--- src/rtl/pipe_stage_buffer.sv ---
// Elastic pipeline register: DEPTH-entry in-order buffer with valid/ready on
// both sides and a synchronous flush for branch/jump recovery.
module pipe_stage_buffer #(
  parameter int WIDTH = 32,
  parameter int DEPTH = 2
) (
  input  logic                       CLK,
  input  logic                       RST,
  input  logic                       in_valid,
  output logic                       in_ready,
  input  logic [WIDTH-1:0]           in_data,
  output logic                       out_valid,
  input  logic                       out_ready,
  output logic [WIDTH-1:0]           out_data,
  input  logic                       flush,
  output logic [$clog2(DEPTH+1)-1:0] count
);

  localparam int PW = (DEPTH > 1) ? $clog2(DEPTH) : 1;
  localparam int CW = $clog2(DEPTH + 1);

  localparam logic [PW-1:0] LAST_IDX  = PW'(DEPTH - 1);
  localparam logic [CW-1:0] FULL_CNT  = CW'(DEPTH);
  localparam logic [CW-1:0] CNT_ONE   = CW'(1);
  localparam logic [PW-1:0] PTR_ONE   = PW'(1);

  logic [WIDTH-1:0] mem_q [DEPTH];
  logic [WIDTH-1:0] mem_d [DEPTH];
  logic [PW-1:0]    wp_q, wp_d;
  logic [PW-1:0]    rp_q, rp_d;
  logic [CW-1:0]    count_q, count_d;

  logic push;
  logic pop;

  // Handshake outputs come only from registered occupancy, so a stall never
  // propagates combinationally from one stage to the next.
  assign in_ready  = (count_q != FULL_CNT);
  assign out_valid = (count_q != '0);
  assign out_data  = mem_q[rp_q];
  assign count     = count_q;

  assign push = in_valid & in_ready;
  assign pop  = out_valid & out_ready;

  always_comb begin
    mem_d   = mem_q;
    wp_d    = wp_q;
    rp_d    = rp_q;
    count_d = count_q;

    if (flush) begin
      wp_d    = '0;
      rp_d    = '0;
      count_d = '0;
    end else begin
      if (push) begin
        mem_d[wp_q] = in_data;
        wp_d        = (wp_q == LAST_IDX) ? '0 : wp_q + PTR_ONE;
      end
      if (pop) begin
        rp_d = (rp_q == LAST_IDX) ? '0 : rp_q + PTR_ONE;
      end
      // Simultaneous push and pop leave occupancy unchanged.
      case ({push, pop})
        2'b10:   count_d = count_q + CNT_ONE;
        2'b01:   count_d = count_q - CNT_ONE;
        default: count_d = count_q;
      endcase
    end
  end

  always_ff @(posedge CLK or posedge RST) begin
    if (RST) begin
      wp_q    <= '0;
      rp_q    <= '0;
      count_q <= '0;
      for (int i = 0; i < DEPTH; i++) begin
        mem_q[i] <= '0;
      end
    end else begin
      wp_q    <= wp_d;
      rp_q    <= rp_d;
      count_q <= count_d;
      for (int i = 0; i < DEPTH; i++) begin
        mem_q[i] <= mem_d[i];
      end
    end
  end

endmodule

--- config.mk ---
export PLATFORM = sky130hd
export DESIGN_NAME = pipe_stage_buffer
export DESIGN_NICKNAME = d
export VERILOG_FILES = /design/src/rtl/pipe_stage_buffer.sv
export SDC_FILE = /design/constraint.sdc
export NUM_CORES = 1
export LEC_CHECK = 0
export ABC_AREA = 1
export BUFFER_PORTS_ARGS = -buffer_cell sky130_fd_sc_hd__buf_2
export CORE_AREA = 2 2 83 85
export DETAILED_ROUTE_END_ITERATION = 10
export DIE_AREA = 0 0 85 87
export GPL_TIMING_DRIVEN = 0
export PLACE_DENSITY = 0.77
export SYNTH_ARGS = -nofsm -noshare
export SYNTH_HDL_FRONTEND = slang
export SYNTH_SLANG_ARGS = --single-unit
--- constraint.sdc ---
create_clock -name CLK -period 6.5 [get_ports CLK]
set_clock_uncertainty 0.2 [all_clocks]
set_input_delay 1.3 -clock CLK [delete_from_list [all_inputs] [get_ports CLK]]
set_output_delay 1.3 -clock CLK [all_outputs]
set_load 0.01 [all_outputs]
==> summary.txt, run 1 <==
Yosys
  – Netlist cell types: 20
  – Post-Synthesis Cells: approximately 380
  – Synth area leaders: dfrtp_1, nand2_1, o21ai_2
  – Yosys reg bits: 68
  – Synth warnings: 0
  – Synth area leader: dfrtp_1
  – Sequential-to-total area share from yosys stat: 0.5423
  – Synthesized cell area: approximately 3100 µm²
  – Syn_nets: just over 400
  – Syn_area_per_cell: a little over 8 µm²
  – Post-synth top area share: 0.5423

Critical path
  – CP startpoint kind: flip-flop
  – WS Path Type: reg2out
  – Critical Path End Type: output pin
  – Worst Reg2Reg Path Length in Cells: 3
  – Worst-path fanout max: 10
  – R2r setup slk: around 5.0 ns
  – Critical Path AT: between 1.5 and 2 ns
  – R2R Path End: rp_q
  – CP required: 5.00 ns
  – Worst r2r src: rp_q

Clocking
  – CTS H-tree lvls: 3
  – PostCTS Resize Cnt: 0
  – Clock-pin slew on the worst setup and hold paths: ~0.070 ns
  – Postcts setup bufs: 0
  – Cts hold-fix bufs: 0
  – Clock sinks: a little under 70
  – Root Buffer: clkbuf_8
  – Bufs on Longest Clock Path: 2
  – CTS tree: built
  – Number of buffers created by CTS: 9
  – Clk Latency, worst-skew pair: about 0.34 ns

STA
  – Hold WS: 0.2821 ns
  – Final worst path period share: 0.5176
  – Fin. Hold Viols: 0
  – Final worst setup slack: ~3.1 ns
  – Final setup TNS: 0 ns
  – Max Transition Viols Final: 0
  – Slew @ Worst Pin: 0.6236 ns
  – Setup violators final: 0
  – Tmin final: around 3.4 ns
  – Max_slew headroom: 0.5837
  – RSZ-0062 raised after global routing: false
  – Fmax: 297.3 MHz

Pwr
  – Leak Pwr: approximately 0.0021 µW
  – Worst VDD drop: ~0.00022 V
  – P per Cell Area: ~450 nW/µm²
  – Tot Pwr: approximately 1700 µW

Final layout
  – Final Non-Filler Cells: around 550
  – Commonest non-fill, non-tap cell in the layout: nand2_1
  – Layout cells sized above 1: 0.2839
  – Commonest cells after routing, fill and taps aside: nand2_1, buf_2, dfrtp_1
  – N_diodes: 0
  – Area growth syn-to-layout: 20.30%
  – Final net count: about 500

Die
  – Initial core utilization: 0.4777
  – Core Area: approximately 6600 µm²
  – Die area: 7395 µm²
  – Die height: between 80 and 90 µm
  – Top Ports: 73
  – Die width: around 85 µm
  – Rows: 30

GRT
  – Vias in the first global route: around 2.5k
  – First-pass GRT wire length: between 10000 and 15000 µm
  – Initial antenna violation count: 0
  – GRT Total Usage: 0.2000
  – Total congestion overflow: 0
  – Largest net degree at the start of global routing: 41

Drt
  – Via count: around 2.6k
  – Drt total wl: 6883 µm
  – Drt wl/cell: 12.63 µm
  – Drt initial violations: 139
  – DRC violations left: 0
  – Final ANT Viol Nets: 0
  – Vias/cell: 4.794
  – 1st-pass router iterations: 4

Placed design
  – Placed insts: roughly 530
  – Post-detail-place hpwl: 4707 µm
  – I/O Buffers: between 70 and 80
  – Pre-CTS WS: roughly 3.5 ns
  – Gp weighted congestion: 0.7820

Hold path
  – Hold path startpoint: mem_q[59]
  – Hold Path Depth: 2
  – Hold path endpoint: mem_q[59]
  – Worst Hold Class: reg2reg

Run
  – MaxCap Viol Count: 0

Run status
  – Status: finished, final reports clean
## Yosys cell counts
library cell,n
nand2_1,169
dfrtp_1,68
o21ai_1,40
inv_1,39
o21ai_2,24
buf_2,6
buf_6,6
clkbuf_1,6
nor2_1,4
nand3_1,3
o21ai_0,3
nand2_4,2
a21oi_1,1
buf_4,1
clkbuf_2,1
inv_2,1
inv_4,1
nand2_2,1
nand3_4,1
nor2_2,1
## per-stage QoR
| stage | instance area [µm²] | util |
|---|---|---|
| final | 3775 | 0.5747 |
| after global routing | 3775 | 0.5747 |
| after CTS | 3775 | 0.5747 |
| after detailed placement | 3618 | 0.5509 |
| after global placement | 3598 | 0.5478 |
| after floorplan | 3138 | - |
## worst max-delay path by stage
stage / startpoint / end / slack (ns) / cells past startpoint
2_1_floorplan: RST / count[0] / 3.29 / 1
3_3_place_gp: RST / mem_q[47] / 2.53 / 2
3_5_place_dp: rp_q / out_data[16] / 3.49 / 6
4_1_cts: rp_q / out_data[29] / 3.09 / 6
5_1_grt: rp_q / out_data[16] / 2.90 / 6
6_report: rp_q / out_data[16] / 3.14 / 6
## layout make-up
| class | count | area (µm²) |
|---|---|---|
| clock buffers | 11 | 141.4 |
| repair buffers | 73 | 380.4 |
| plain buffers | 20 | 132.6 |
| fillers | 611 | 2794 |
| multi-input cells | 249 | 1147 |
| well taps | 80 | 100.1 |
| inverters | 41 | 156.4 |
| clock inverters | 3 | 15.01 |
| flip-flops and latches | 68 | 1702 |
## sequential cells by signal, summed over array words and instances (netlist names)
name,flops
rp_q,1
wp_q,1
mem_q,64
count,2
## power by group
| part | leakage (µW) | total, µW | internal, µW | switching, µW |
|---|---|---|---|---|
| clock network | 0.0000848 | 289 | 143 | 146 |
| registers | 0.000849 | 729 | 622 | 107 |
| logic | 0.00120 | 667 | 277 | 390 |
## cells by family (layout without fill, tap and decap cells)
logic type,after synthesis,in the layout,synth area share
compound gates,68,68,0.1372
buf+inv,61,148,0.09210
flops,68,68,0.5423
simple gates,181,181,0.2285
## critical path: stages (launching register included)
cell	delay, ns
dfrtp_1	0.37
clkbuf_1	0.21
inv_1	0.21
clkbuf_1	0.40
nand2_1	0.10
nand2_1	0.10
buf_2	0.13
## per-layer routing
layer	wire, µm	track usage
met1	3034	0.2705
met2	3311	0.3161
met3	416	0.04265
met4	120	0.08081
met5	0	0
Power figures use the tool's default switching activity.
==> run 2, diff against run 1 <==
--- a/config.mk
+++ b/config.mk
@@ -7,11 +7,11 @@
 export LEC_CHECK = 0
 export ABC_AREA = 1
 export BUFFER_PORTS_ARGS = -buffer_cell sky130_fd_sc_hd__buf_2
-export CORE_AREA = 2 2 83 85
+export CORE_AREA = 2 2 84 86
 export DETAILED_ROUTE_END_ITERATION = 10
-export DIE_AREA = 0 0 85 87
+export DIE_AREA = 0 0 86 88
 export GPL_TIMING_DRIVEN = 0
-export PLACE_DENSITY = 0.77
+export PLACE_DENSITY = 0.78
 export SYNTH_ARGS = -nofsm -noshare
 export SYNTH_HDL_FRONTEND = slang
 export SYNTH_SLANG_ARGS = --single-unit
==> constraint.sdc (replaced) <==
create_clock -name CLK -period 2.85 [get_ports CLK]
set_clock_uncertainty 0.2 [all_clocks]
set_input_delay 0.57 -clock CLK [delete_from_list [all_inputs] [get_ports CLK]]
set_output_delay 0.57 -clock CLK [all_outputs]
set_load 0.01 [all_outputs]
==> run 2 against run 1 <==
  * Sequential share of layout area is 0.52 points lower
  * Register-to-register slack lost 3.6 ns
  * Critical path depth stayed put
  * Non-clock buffer count stayed put
  * Critical path type unchanged
  * Largest cell class unchanged
==> summary.txt, run 2 (synthesized netlist as in run 1, its figures left out) <==
Run status
  – Status: finished, final reports clean

Drt
  – 1st-pass router iterations: 4
  – Via count: ~2.6k
  – Drt initial violations: 178
  – DRC violations left: 0
  – Final ANT Viol Nets: 0
  – Drt wl/cell: 12.74 µm
  – Vias/cell: about 4.8
  – Drt total wl: 6970 µm

Critical path
  – WS Path Type: reg2out
  – Critical Path End Type: output pin
  – Worst-path fanout max: 10
  – CP startpoint kind: flip-flop
  – CP required: 2.08 ns
  – Critical Path AT: about 1.8 ns

Die
  – Die height: between 80 and 90 µm
  – Rows: 30
  – Initial core utilization: 0.4723
  – Top Ports: 73
  – Die width: between 80 and 90 µm
  – Core Area: 6644 µm²
  – Die area: approximately 7600 µm²

Clocking
  – Cts hold-fix bufs: 0
  – Bufs on Longest Clock Path: 2
  – Clock sinks: 68
  – Number of buffers created by CTS: 9
  – Clk Latency, worst-skew pair: between 0.3 and 0.4 ns
  – Root Buffer: clkbuf_8
  – PostCTS Resize Cnt: 0
  – Clock-pin slew on the worst setup and hold paths: roughly 0.07 ns
  – Postcts setup bufs: 0
  – CTS H-tree lvls: 3
  – CTS tree: built

Pwr
  – Tot Pwr: between 3000 and 4000 µW
  – Worst VDD drop: around 0.00043 V
  – P per Cell Area: between 1000 and 1500 nW/µm²
  – Leak Pwr: about 0.0022 µW

Placed design
  – Placed standard-cell area: approximately 3600 µm²
  – Post-detail-place hpwl: ~4900 µm
  – Gp weighted congestion: approximately 0.78
  – I/O Buffers: 72

GRT
  – Largest net degree at the start of global routing: between 40 and 50
  – Vias in the first global route: 2528
  – First-pass GRT wire length: 11390 µm
  – Total congestion overflow: 0
  – Initial antenna violation count: 0
  – GRT Total Usage: 0.1934

Final layout
  – Max reg flops: 64
  – Area growth syn-to-layout: 21.69%
  – Commonest cells after routing, fill and taps aside: nand2_1, buf_2, dfrtp_1
  – Top reg by flops: mem_q
  – Layout cells sized above 1: 0.2848
  – Post-Route Utilization: 0.5748
  – N_diodes: 0
  – Final instance area: roughly 3800 µm²
  – Commonest non-fill, non-tap cell in the layout: nand2_1
  – Final net count: around 500

Hold path
  – Worst Hold Class: in2async

Run
  – MaxCap Viol Count: 0

STA
  – RSZ-0062 raised after global routing: false
  – Tmin final: 2.587 ns
  – Setup violators final: 0
  – Max_slew headroom: 0.6440
  – Fmax: 386.6 MHz
  – Max Transition Viols Final: 0
  – Fin. Hold Viols: 0
  – Final worst path period share: 0.9077
  – Hold WS: roughly 0.077 ns
  – Final setup TNS: 0 ns
  – Slew @ Worst Pin: between 0.5 and 0.6 ns
==> run 2: path summary, 6_finish.rpt <==
path / startpoint / to / slack [ns] / cells past startpoint
worst min-delay path: RST / mem_q[7] / 0.08 / 2
worst min register to register: mem_q[58] / mem_q[58] / 0.29 / 2
max in group asynchronous: RST / mem_q[25] / 1.76 / 3
min in group CLK: mem_q[58] / mem_q[58] / 0.29 / 2
worst max register to register: count[1] / count[0] / 1.33 / 7
worst max-delay path: rp_q / out_data[2] / 0.26 / 6
==> run 2: layer usage <==
layer / routed length, µm / vias up / track usage
met5: 0 / - / 0
met4: 94 / 0 / 0.05339
met3: 372 / 9 / 0.05372
met2: 3462 / 62 / 0.3284
met1: 3041 / 1231 / 0.2442
li1: - / 1329 / -
==> run 2: layout make-up <==
cell class / count / area [µm²]
Tap cell: 80 / 100.1
Timing Repair Buffer: 73 / 380.4
Inverter: 41 / 156.4
Buffer: 20 / 132.6
Clock buffer: 16 / 200.2
Fill cell: 630 / 2825
Multi-Input combinational cell: 249 / 1147
Sequential cell: 68 / 1702
==> run 2: per-stage QoR <==
step                cells  setup WS [ns]
finish                547         0.2632
global route          547        0.03956
CTS                   547         0.2333
detailed placement    531         0.6037
global placement      530        -0.3766
floorplan             378         0.3685
==> run 2: worst max-delay path: stages (launching register included) <==
cell and delay [ns]:
dfrtp_1 0.36, clkbuf_1 0.20, inv_1 0.21, clkbuf_1 0.40, nand2_1 0.10, nand2_1 0.10
buf_2 0.13
==> run 2: where the power goes <==
group / internal [µW] / switching, µW
logic: 631 / 889
clock network: 437 / 331
registers: 1420 / 247
total: 2490 / 1470
